[src/rtl/imem_boot_pkg.sv]
// Shared types and constants for the instruction-memory boot controller.
package imem_boot_pkg;

   // Controller sequencing states
   typedef enum logic [2:0] {
      StIdle,
      StLoad,
      StWrite,
      StFlush,
      StRun
   } state_e;

   // Loader bytes that make up one instruction word
   localparam int unsigned BYTES_PER_WORD = 3;
   localparam int unsigned BYTE_W         = 8;

   // Bit positions of each little-endian byte lane inside the word
   localparam int unsigned LANE0_LSB = 0;
   localparam int unsigned LANE1_LSB = 8;
   localparam int unsigned LANE2_LSB = 16;

endpackage

[src/rtl/imem_boot_controller_if.sv]
// Byte-stream handshake from the program loader and the instruction-memory write/address port.
interface imem_boot_controller_if #(
   parameter int unsigned ADDR_W  = 12,
   parameter int unsigned INSTR_W = 17
);

   logic               byte_valid;
   logic [7:0]         byte_data;
   logic               byte_ready;
   logic [ADDR_W-1:0]  imem_addr;
   logic               imem_we;
   logic [INSTR_W-1:0] imem_wdata;

   // Controller side: sinks loader bytes, drives the memory port
   modport master (
      input  byte_valid,
      input  byte_data,
      output byte_ready,
      output imem_addr,
      output imem_we,
      output imem_wdata
   );

   // Environment side: loader source and memory sink
   modport slave (
      output byte_valid,
      output byte_data,
      input  byte_ready,
      input  imem_addr,
      input  imem_we,
      input  imem_wdata
   );

endinterface

[src/rtl/word_assembler.sv]
// Collects three little-endian loader bytes into one instruction word.
// The output word only changes when the third byte lands, so it holds the
// last complete word while the next one is being gathered.
module word_assembler
   import imem_boot_pkg::*;
#(
   parameter int unsigned INSTR_W = 17
) (
   input  logic               clk,
   input  logic               reset,
   input  logic               clear,        // drop any partial word
   input  logic               byte_accept,  // byte handshake completes this cycle
   input  logic [7:0]         byte_data,
   output logic               word_valid,   // third byte accepted this cycle
   output logic [INSTR_W-1:0] word
);

   logic [1:0]         byte_cnt_q, byte_cnt_d;
   logic [7:0]         lane0_q, lane0_d;
   logic [7:0]         lane1_q, lane1_d;
   logic [INSTR_W-1:0] word_q, word_d;
   logic               last_byte;

   assign last_byte  = (byte_cnt_q == 2'(BYTES_PER_WORD - 1));
   assign word_valid = byte_accept && last_byte && !clear;
   assign word       = word_q;

   // Next-state for byte counter, staged lanes and assembled word
   always_comb begin
      byte_cnt_d = byte_cnt_q;
      lane0_d    = lane0_q;
      lane1_d    = lane1_q;
      word_d     = word_q;
      if (clear) begin
         byte_cnt_d = 2'd0;
      end else if (byte_accept) begin
         unique case (byte_cnt_q)
            2'd0: begin
               lane0_d    = byte_data;
               byte_cnt_d = 2'd1;
            end
            2'd1: begin
               lane1_d    = byte_data;
               byte_cnt_d = 2'd2;
            end
            default: begin
               // Only bit 0 of the top byte is meaningful; bits [7:1] are dropped
               word_d                         = '0;
               word_d[LANE0_LSB +: BYTE_W]    = lane0_q;
               word_d[LANE1_LSB +: BYTE_W]    = lane1_q;
               word_d[LANE2_LSB]              = byte_data[0];
               byte_cnt_d                     = 2'd0;
            end
         endcase
      end
   end

   // Byte counter, lane and word registers
   always_ff @(posedge clk) begin
      if (reset) begin
         byte_cnt_q <= 2'd0;
         lane0_q    <= '0;
         lane1_q    <= '0;
         word_q     <= '0;
      end else begin
         byte_cnt_q <= byte_cnt_d;
         lane0_q    <= lane0_d;
         lane1_q    <= lane1_d;
         word_q     <= word_d;
      end
   end

endmodule

[src/rtl/imem_boot_controller.sv]
// Fetch-stage sequencer: streams a program into instruction memory while fetch is
// stalled, flushes the fetch pipeline, then hands the memory address to the PC.
module imem_boot_controller
   import imem_boot_pkg::*;
#(
   parameter int unsigned ADDR_W       = 12,
   parameter int unsigned INSTR_W      = 17,
   parameter int unsigned FLUSH_CYCLES = 2
) (
   input  logic                   clk,
   input  logic                   reset,
   input  logic                   start_load,
   input  logic                   start_run,
   input  logic                   halt,
   input  logic [ADDR_W:0]        prog_len,
   input  logic [ADDR_W-1:0]      pc_f,
   imem_boot_controller_if.master bus,
   output logic                   fetch_stall,
   output logic                   fetch_flush,
   output logic                   running,
   output logic                   load_done,
   output logic                   load_err,
   output logic [ADDR_W:0]        words_loaded
);

   localparam int unsigned CNT_W   = ADDR_W + 1;
   localparam int unsigned FLUSH_W = (FLUSH_CYCLES > 1) ? $clog2(FLUSH_CYCLES) : 1;

   state_e               state_q, state_d;
   logic [CNT_W-1:0]     len_q, len_d;
   logic [ADDR_W-1:0]    word_cnt_q, word_cnt_d;
   logic [CNT_W-1:0]     words_loaded_q, words_loaded_d;
   logic [FLUSH_W-1:0]   flush_cnt_q, flush_cnt_d;
   logic                 load_done_q, load_done_d;
   logic                 load_err_q, load_err_d;

   logic                 byte_ready_int;
   logic                 asm_clear;
   logic                 asm_word_valid;
   logic [INSTR_W-1:0]   asm_word;
   logic                 last_word;
   logic                 flush_last;
   logic                 len_nonzero;

   assign byte_ready_int = (state_q == StLoad);
   assign len_nonzero    = (prog_len != '0);
   // word_cnt is widened so a 2^ADDR_W-word program still terminates after wrapping
   assign last_word      = (({1'b0, word_cnt_q} + CNT_W'(1)) == len_q);
   assign flush_last     = (flush_cnt_q == FLUSH_W'(FLUSH_CYCLES - 1));

   word_assembler #(
      .INSTR_W (INSTR_W)
   ) u_word_assembler (
      .clk         (clk),
      .reset       (reset),
      .clear       (asm_clear),
      .byte_accept (bus.byte_valid && byte_ready_int),
      .byte_data   (bus.byte_data),
      .word_valid  (asm_word_valid),
      .word        (asm_word)
   );

   // Next-state, counter updates and pulse requests
   always_comb begin
      state_d        = state_q;
      len_d          = len_q;
      word_cnt_d     = word_cnt_q;
      words_loaded_d = words_loaded_q;
      flush_cnt_d    = '0;
      load_done_d    = 1'b0;
      load_err_d     = 1'b0;
      asm_clear      = 1'b0;
      unique case (state_q)
         StIdle: begin
            // A load request takes priority over a run request
            if (start_load) begin
               if (len_nonzero) begin
                  state_d        = StLoad;
                  len_d          = prog_len;
                  word_cnt_d     = '0;
                  words_loaded_d = '0;
                  asm_clear      = 1'b1;
               end else begin
                  load_err_d = 1'b1;
               end
            end else if (start_run) begin
               state_d = StFlush;
            end
         end
         StLoad: begin
            if (asm_word_valid) begin
               state_d = StWrite;
            end
         end
         StWrite: begin
            word_cnt_d     = word_cnt_q + ADDR_W'(1);
            words_loaded_d = words_loaded_q + CNT_W'(1);
            if (last_word) begin
               load_done_d = 1'b1;
               state_d     = StFlush;
            end else begin
               state_d = StLoad;
            end
         end
         StFlush: begin
            if (flush_last) begin
               state_d = StRun;
            end else begin
               flush_cnt_d = flush_cnt_q + FLUSH_W'(1);
            end
         end
         StRun: begin
            // Halt wins over a simultaneous reload; a zero-length reload keeps running
            if (halt) begin
               state_d = StIdle;
            end else if (start_load) begin
               if (len_nonzero) begin
                  state_d        = StLoad;
                  len_d          = prog_len;
                  word_cnt_d     = '0;
                  words_loaded_d = '0;
                  asm_clear      = 1'b1;
               end else begin
                  load_err_d = 1'b1;
               end
            end
         end
         default: begin
            state_d = StIdle;
         end
      endcase
   end

   // State, counters and registered pulses
   always_ff @(posedge clk) begin
      if (reset) begin
         state_q        <= StIdle;
         len_q          <= '0;
         word_cnt_q     <= '0;
         words_loaded_q <= '0;
         flush_cnt_q    <= '0;
         load_done_q    <= 1'b0;
         load_err_q     <= 1'b0;
      end else begin
         state_q        <= state_d;
         len_q          <= len_d;
         word_cnt_q     <= word_cnt_d;
         words_loaded_q <= words_loaded_d;
         flush_cnt_q    <= flush_cnt_d;
         load_done_q    <= load_done_d;
         load_err_q     <= load_err_d;
      end
   end

   // Output decode; in RUN the memory address follows the fetch PC combinationally
   always_comb begin
      bus.byte_ready = byte_ready_int;
      bus.imem_we    = (state_q == StWrite);
      bus.imem_wdata = asm_word;
      bus.imem_addr  = (state_q == StRun) ? pc_f : word_cnt_q;
      fetch_stall    = (state_q != StRun);
      fetch_flush    = (state_q == StFlush);
      running        = (state_q == StRun);
      load_done      = load_done_q;
      load_err       = load_err_q;
      words_loaded   = words_loaded_q;
   end

endmodule

[src/flat_wrapper.sv]
// flat-port wrapper written by rule: the top's interface ports become plain ports
module imem_boot_controller_flat import imem_boot_pkg::*;
#(
   parameter int unsigned ADDR_W       = 12,
   parameter int unsigned INSTR_W      = 17,
   parameter int unsigned FLUSH_CYCLES = 2
)
  (clk, reset, start_load, start_run, halt, prog_len, pc_f, fetch_stall, fetch_flush, running, load_done, load_err, words_loaded, bus_byte_valid, bus_byte_data, bus_byte_ready, bus_imem_addr, bus_imem_we, bus_imem_wdata);
  imem_boot_controller_if #(.ADDR_W(ADDR_W), .INSTR_W(INSTR_W)) bus_i ();
  input  logic clk;
  input  logic reset;
  input  logic start_load;
  input  logic start_run;
  input  logic halt;
  input  logic [ADDR_W:0] prog_len;
  input  logic [ADDR_W-1:0] pc_f;
  output logic fetch_stall;
  output logic fetch_flush;
  output logic running;
  output logic load_done;
  output logic load_err;
  output logic [ADDR_W:0] words_loaded;
  input wire logic [$bits(bus_i.byte_valid)-1:0] bus_byte_valid;
  input wire logic [$bits(bus_i.byte_data)-1:0] bus_byte_data;
  output wire logic [$bits(bus_i.byte_ready)-1:0] bus_byte_ready;
  output wire logic [$bits(bus_i.imem_addr)-1:0] bus_imem_addr;
  output wire logic [$bits(bus_i.imem_we)-1:0] bus_imem_we;
  output wire logic [$bits(bus_i.imem_wdata)-1:0] bus_imem_wdata;
  assign bus_i.byte_valid = bus_byte_valid;
  assign bus_i.byte_data = bus_byte_data;
  assign bus_byte_ready = bus_i.byte_ready;
  assign bus_imem_addr = bus_i.imem_addr;
  assign bus_imem_we = bus_i.imem_we;
  assign bus_imem_wdata = bus_i.imem_wdata;
  imem_boot_controller #(.ADDR_W(ADDR_W), .INSTR_W(INSTR_W), .FLUSH_CYCLES(FLUSH_CYCLES)) u_core (.clk(clk), .reset(reset), .start_load(start_load), .start_run(start_run), .halt(halt), .prog_len(prog_len), .pc_f(pc_f), .bus(bus_i), .fetch_stall(fetch_stall), .fetch_flush(fetch_flush), .running(running), .load_done(load_done), .load_err(load_err), .words_loaded(words_loaded));
endmodule
[config.mk]
export PLATFORM = sky130hd
export DESIGN_NAME = imem_boot_controller_flat
export DESIGN_NICKNAME = d
export VERILOG_FILES = /design/src/rtl/imem_boot_pkg.sv /design/src/rtl/imem_boot_controller_if.sv /design/src/rtl/word_assembler.sv /design/src/rtl/imem_boot_controller.sv /design/src/flat_wrapper.sv
export SDC_FILE = /design/constraint.sdc
export NUM_CORES = 1
export LEC_CHECK = 0
export ABC_AREA = 1
export CORE_ASPECT_RATIO = 1.4
export CORE_MARGIN = 10
export CORE_UTILIZATION = 35
export DETAILED_ROUTE_END_ITERATION = 12
export GPL_ROUTABILITY_DRIVEN = 0
export GPL_TIMING_DRIVEN = 1
export PLACE_DENSITY = 0.63
export SLEW_MARGIN = 20
export SYNTH_ARGS = -nofsm -noshare
export SYNTH_HDL_FRONTEND = slang
export SYNTH_SLANG_ARGS = --single-unit
export TNS_END_PERCENT = 100
[constraint.sdc]
create_clock -name clk -period 2.05 [get_ports clk]
set_input_delay 0.5125 -clock clk [delete_from_list [all_inputs] [get_ports clk]]
set_output_delay 0.5125 -clock clk [all_outputs]
set_load 0.03 [all_outputs]
Yosys cells after proc, flatten, opt, wreduce, memory -nomap -nowiden
Index checks and enable logic that the tools add are counted.

storage, ports and cells
  output and inout bits = 49
  flip-flop bits (word level) = 79
  bits in read-only memories = 0
  bits in latches = 0
  memories = 0
  memory bits (writable) = 0
  bits of input ports = 39

cells by class
  div/mod/pow operators = 0
  multipliers = 0
  order comparisons = 0
  multiplexer cells = 32
  bitwise gates (word level) = 4
  add/sub/neg operators = 4
  shifts and indexed selects = 0
  equal/unequal tests = 13
  reductions and logical operators = 19

operators by type and width
  cell                     count
  $mux W13                 6
  $mux W12                 4
  $pmux W13 S3             1
  $pmux W12 S3             1
  $pmux W13 S2             1
  $mux W3                  7
  $pmux W3 S5              1
  $add A12 B1 Y13 const B  1
  $add A13 B1 Y13 const B  1
  $eq A13 B13 Y1           1
  $reduce_bool A13 Y1      1
  $add A12 B1 Y12 const B  1
  $ne A3 B3 Y1 const B     3
  $reduce_and A3 Y1        3
  $mux W1                  7
  $eq A3 B2 Y1 const B     2
  $reduce_or A2 Y1         3
  $ne A2 B2 Y1 const B     2
  $not A1 Y1               4
  $pmux W1 S2              2
  $pmux W2 S2              1
  $reduce_and A2 Y1        2
  $reduce_and A4 Y1        1
  $eq A3 B1 Y1 const B     1
  13 further kinds         15

Logic depth before layout (Yosys ltp)
  depth after elaboration = 9
  gate-level depth with buffers = 14
  gate-level depth less buffers = 14

By module
Synthesis repeated with hierarchy kept, for this count alone.

second synthesis, totals
  cells, all modules = 621
  area, all modules = 4119.0 µm²

modules (own cells, without submodules)
  module                cells each  area an instance (µm²)  sequential area each (µm²)  instances
  imem_boot_controller  434         2716.4                  880.8                       1
  word_assembler        187         1402.6                  700.7                       1

Least setup slack after synthesis
Ideal clock, no wire load.

  path type = register -> output
  start point = reg u_core.state_q[1]
  end point = out bus_imem_addr[10]
  setup slack = -0.533 ns
  stages on the path, launching flop included = 6
  arrival time = 2.071 ns
  path buffers = 1
  path through = dfxtp_1 > nor2_2 > nand2_1 > clkinv_1 > clkbuf_1 > o21ai_0

between the ends
  word-level cells in the longest chain between the ends = 2

ends and longest elaborated chain
  item                    line                         text
  from (decl)             imem_boot_controller.sv:29   state_e state_q, state_d;
  from (signal assigned)  imem_boot_controller.sv:137  state_q <= StIdle;
  from (signal assigned)  imem_boot_controller.sv:145  state_q <= state_d;
  $eq A3 B3 Y1            -
  named net running       flat_wrapper.sv:19           output logic running;
  $mux W12                imem_boot_controller.sv:160  bus.imem_addr = (state_q == StRun) ? pc_f : word_cnt_q;
  to (decl)               flat_wrapper.sv:26           output wire logic [$bits(bus_i.imem_addr)-1:0] bus_imem_addr;

The timed path passes the listed nets, and every way through them passes these cells.

Worst setup path in the final report
  start point = reg u_core.words_loaded_q[10] (netlist: u_core.words_loaded[10])
  end point = out words_loaded[10]

RTL lines
  item                    line                         text
  from (decl)             imem_boot_controller.sv:32   logic [CNT_W-1:0] words_loaded_q, words_loaded_d;
  from (signal assigned)  imem_boot_controller.sv:148  words_loaded_q <= words_loaded_d;
  to (decl)               flat_wrapper.sv:22           output logic [ADDR_W:0] words_loaded;

No word-level cell between the ends.

==> impl_metrics.csv <==
group,metric,value,unit
outcome,outcome,"complete, no violations",
yosys,synthCells,549,
yosys,synth_fp_nets,590,
yosys,ys_seq_area_frac,0.418,
yosys,synth_top_family_by_area,"simple AND/OR/NAND/NOR gates",
yosys,yosys.area.top_type,"dfxtp_1",
yosys,synthXorXnorAreaFrac,0.00927,
yosys,synth_area,3780,µm²
worst_setup_path,cp_cell_sequence,"clkdlybuf4s50_1",
hold_path,hold_start,"u_core.u_word_assembler.lane0_q[0]",
yosys,avgSynthCellArea,6.89,µm²
worst_setup_path,path_delay_family,"buffers and inverters",
die,die_area,15400,µm²
clocking,cts_sinks,79,
sta,fin_skew,0.00378,ns
finish,fillers,1027,
clocking,cts_tree,"yes",
grt,grt_pass1_wl,18900,µm
worst_setup_path,critPathSlowestCell,"clkdlybuf4s50_1",
yosys,synth_area_leaders,"dfxtp_1 (42%), nand2_1 (11%), o21ai_0 (8.1%)",
yosys,synth_seq_cells,79,
die,start_util,0.361,
worst_setup_path,start_kind,"flip-flop",
sta,hold_viol_final,0,
placement,place_area,5090,µm²
drt,wl_per_cell,14.5,µm
clocking,cts_root_buffer,"clkbuf_16",
yosys,synth_compound_area_frac,0.169,
finish,final_nets,700,
die,die-width,108,µm
grt,grt_util_all_layers,0.150,
placement,hpwl,8860,µm
worst_setup_path,r2r_slack,0.09,ns
sta,drv_slew,0,
finish,drive_gt1_frac,0.149,
sta,finalSetupViolCount,0,
finish,design_area,5500,µm²
worst_setup_path,max_stage_delay,0.72,ns
power,ir_drop,0.000539,V
clocking,cts-buffers-inserted,9,
power,p_per_area,910,nW/µm²
placement,port_buffers,87,
grt,grt_pass1_vias,4032,
clocking,cts_hold_buf,0,
hold_path,min_path_type,"reg2reg",
sta,relSlewSlack,0.728,
die,rows,44,
clocking,clock_latency,0.32,ns
drt,drt_iter0_markers,172,
sta,clock.fmax,506,MHz
grt,grt_overflow_total,0,
yosys,yosys.area_share.simple,0.317,
worst_setup_path,end_kind,"output port",
worst_setup_path,cp_data_required_time,1.54,ns
worst_setup_path,crit_path_max_fanout,5,
yosys,synth_adder_area_share,0.00662,
power,total_leakage_power,2.18,nW
worst_setup_path,criticalPathCategory,"reg2out",
finish,n_antenna_cell,0,
die,die_h,143,µm
clocking,path_clk_slew,0.06,ns
die,core_area,10500,µm²
finish,final_cell_mix,"nand2_1 (114), dfxtp_1 (77), nor2_1 (70), clkdlybuf4s50_1 (70), inv_1 (55)",
sta,worst_slack,0.0722,ns
drt,vias_per_cell,4.93,
clocking,cts_buffer_depth,2,
yosys,yosysTopAreaCellShare,0.418,
sta,fin_crit,1.98,ns
worst_setup_path,crit_start,"u_core.words_loaded[10]",
yosys,synth_warnings,0,
yosys,yosys.cell_types.count,37,
sta,timing.final.crit_share,0.965,
finish,syn_to_final_growth,45.5,%
drt,drc,0,
finish,final_common_cell,"nand2_1",
drt,vias,3957,
worst_setup_path,reg2reg_from,"u_core.word_cnt_q[1]",
die,pin_count,88,
grt,antenna_found_initial,0,
drt,first_pass_iters,4,
yosys,synth_mux_area_frac,0,
placement,preCtsSetupSlack,-0.146,ns
worst_setup_path,cp.arrival,1.47,ns
grt,grt_max_degree,35,
drt,antenna_left,0,
sta,tightest_slew,0.405,ns
job,max_cap_viol_count,0,
clocking,htreeDepth,3,
worst_setup_path,cp.buffers_inverters,1,
drt,wl,11600,µm
routing by layer:
metal	share of wire	vias up	wire length (µm)	GRT usage
met2	0.51	124	5960	0.272
met3	0.070	16	810	0.0518
li1	-	2019	-	-
met4	0.020	0	232	0.0663
met5	0	-	0	0
met1	0.40	1798	4590	0.151
path summary, 6_finish.rpt:
| path | depth (start not counted) | to |
|---|---|---|
| worst min-delay path | 2 | u_core.u_word_assembler.lane0_q[0] |
| worst max register to register | 13 | u_core.state_q[1] |
| worst max-delay path | 1 | words_loaded[10] |
| worst min register to register | 2 | u_core.u_word_assembler.lane0_q[0] |
stage by stage:
stage	utilization	total power, mW	setup TNS [ns]	hold WS [ns]	cells
floorplan	-	2.70	0	0.430	549
global placement	0.486	3.31	-1.39	0.440	785
detailed placement	0.486	3.33	-2.72	0.442	785
CTS	0.519	5.03	0	0.452	802
global route	0.526	5.30	-0.0303	0.483	802
finish	0.526	5.01	0	0.450	802
layout make-up:
type	instances	area, µm²	share of cell area
clock inverter	6	85.1	0.0155
multi-input combinational	394	2050	0.373
timing repair buffer	115	1140	0.208
inverter	60	233	0.0423
sequential	79	1590	0.289
tap	138	173	0.0314
clock buffer	10	229	0.0416
synthesized netlist by cell type:
library cell and n:
a21boi_2 1, a21oi_1 53, a21oi_2 1, and2_1 1
and3_1 2, buf_2 4, buf_6 1, clkbuf_1 11
clkinv_1 2, dfxtp_1 79, ha_1 2, inv_1 55
inv_2 2, inv_4 1, nand2_1 115, nand2_2 3
nand2_4 2, nand3_1 39, nand3b_1 1, nand4_1 9
nor2_1 71, nor2_2 3, nor2_4 3, nor2_8 1
nor3_1 3, nor3_2 1, nor3_4 2, nor3b_1 1
nor4_1 5, o211ai_1 1, o21ai_0 61, o21ai_1 4
o21bai_1 1, o22ai_1 1, o32ai_1 1, or2_2 2
xor2_1 4
cells by family after synthesis:
logic type / after synthesis
AO/OA/AOI/OAI: 124
flip-flops: 79
AND/OR/NAND/NOR: 264
buffers and inverters: 76
XOR/XNOR: 4
adder cells (fa/ha/maj): 2
state kept, by name, indices dropped and copies added, names as in the netlist:
name	count
u_core.flush_cnt_q	1
u_core.len_q	13
u_core.load_done	1
u_core.load_err	1
u_core.state_q	3
u_core.u_word_assembler.byte_cnt_q	2
u_core.u_word_assembler.lane0_q	8
u_core.u_word_assembler.lane1_q	8
u_core.u_word_assembler.word	17
u_core.word_cnt_q	12
u_core.words_loaded	13
what timing repair did:
| action | 4_1_cts | 5_1_grt |
|---|---|---|
| buffers inserted | 0 | 0 |
| endpoints found under the setup margin | 16 | 14 |
| gates resized for setup | 10 | 16 |
| pin swaps | 0 | 2 |
| gates cloned | 1 | 0 |
where the power goes:
group          total (mW)  switching (mW)  internal [mW]
clock                1.67           0.610           1.06
sequential           1.82           0.109           1.71
combinational        1.52           0.885          0.632
total                5.01            1.60           3.40
Power figures use the tool's default switching activity.
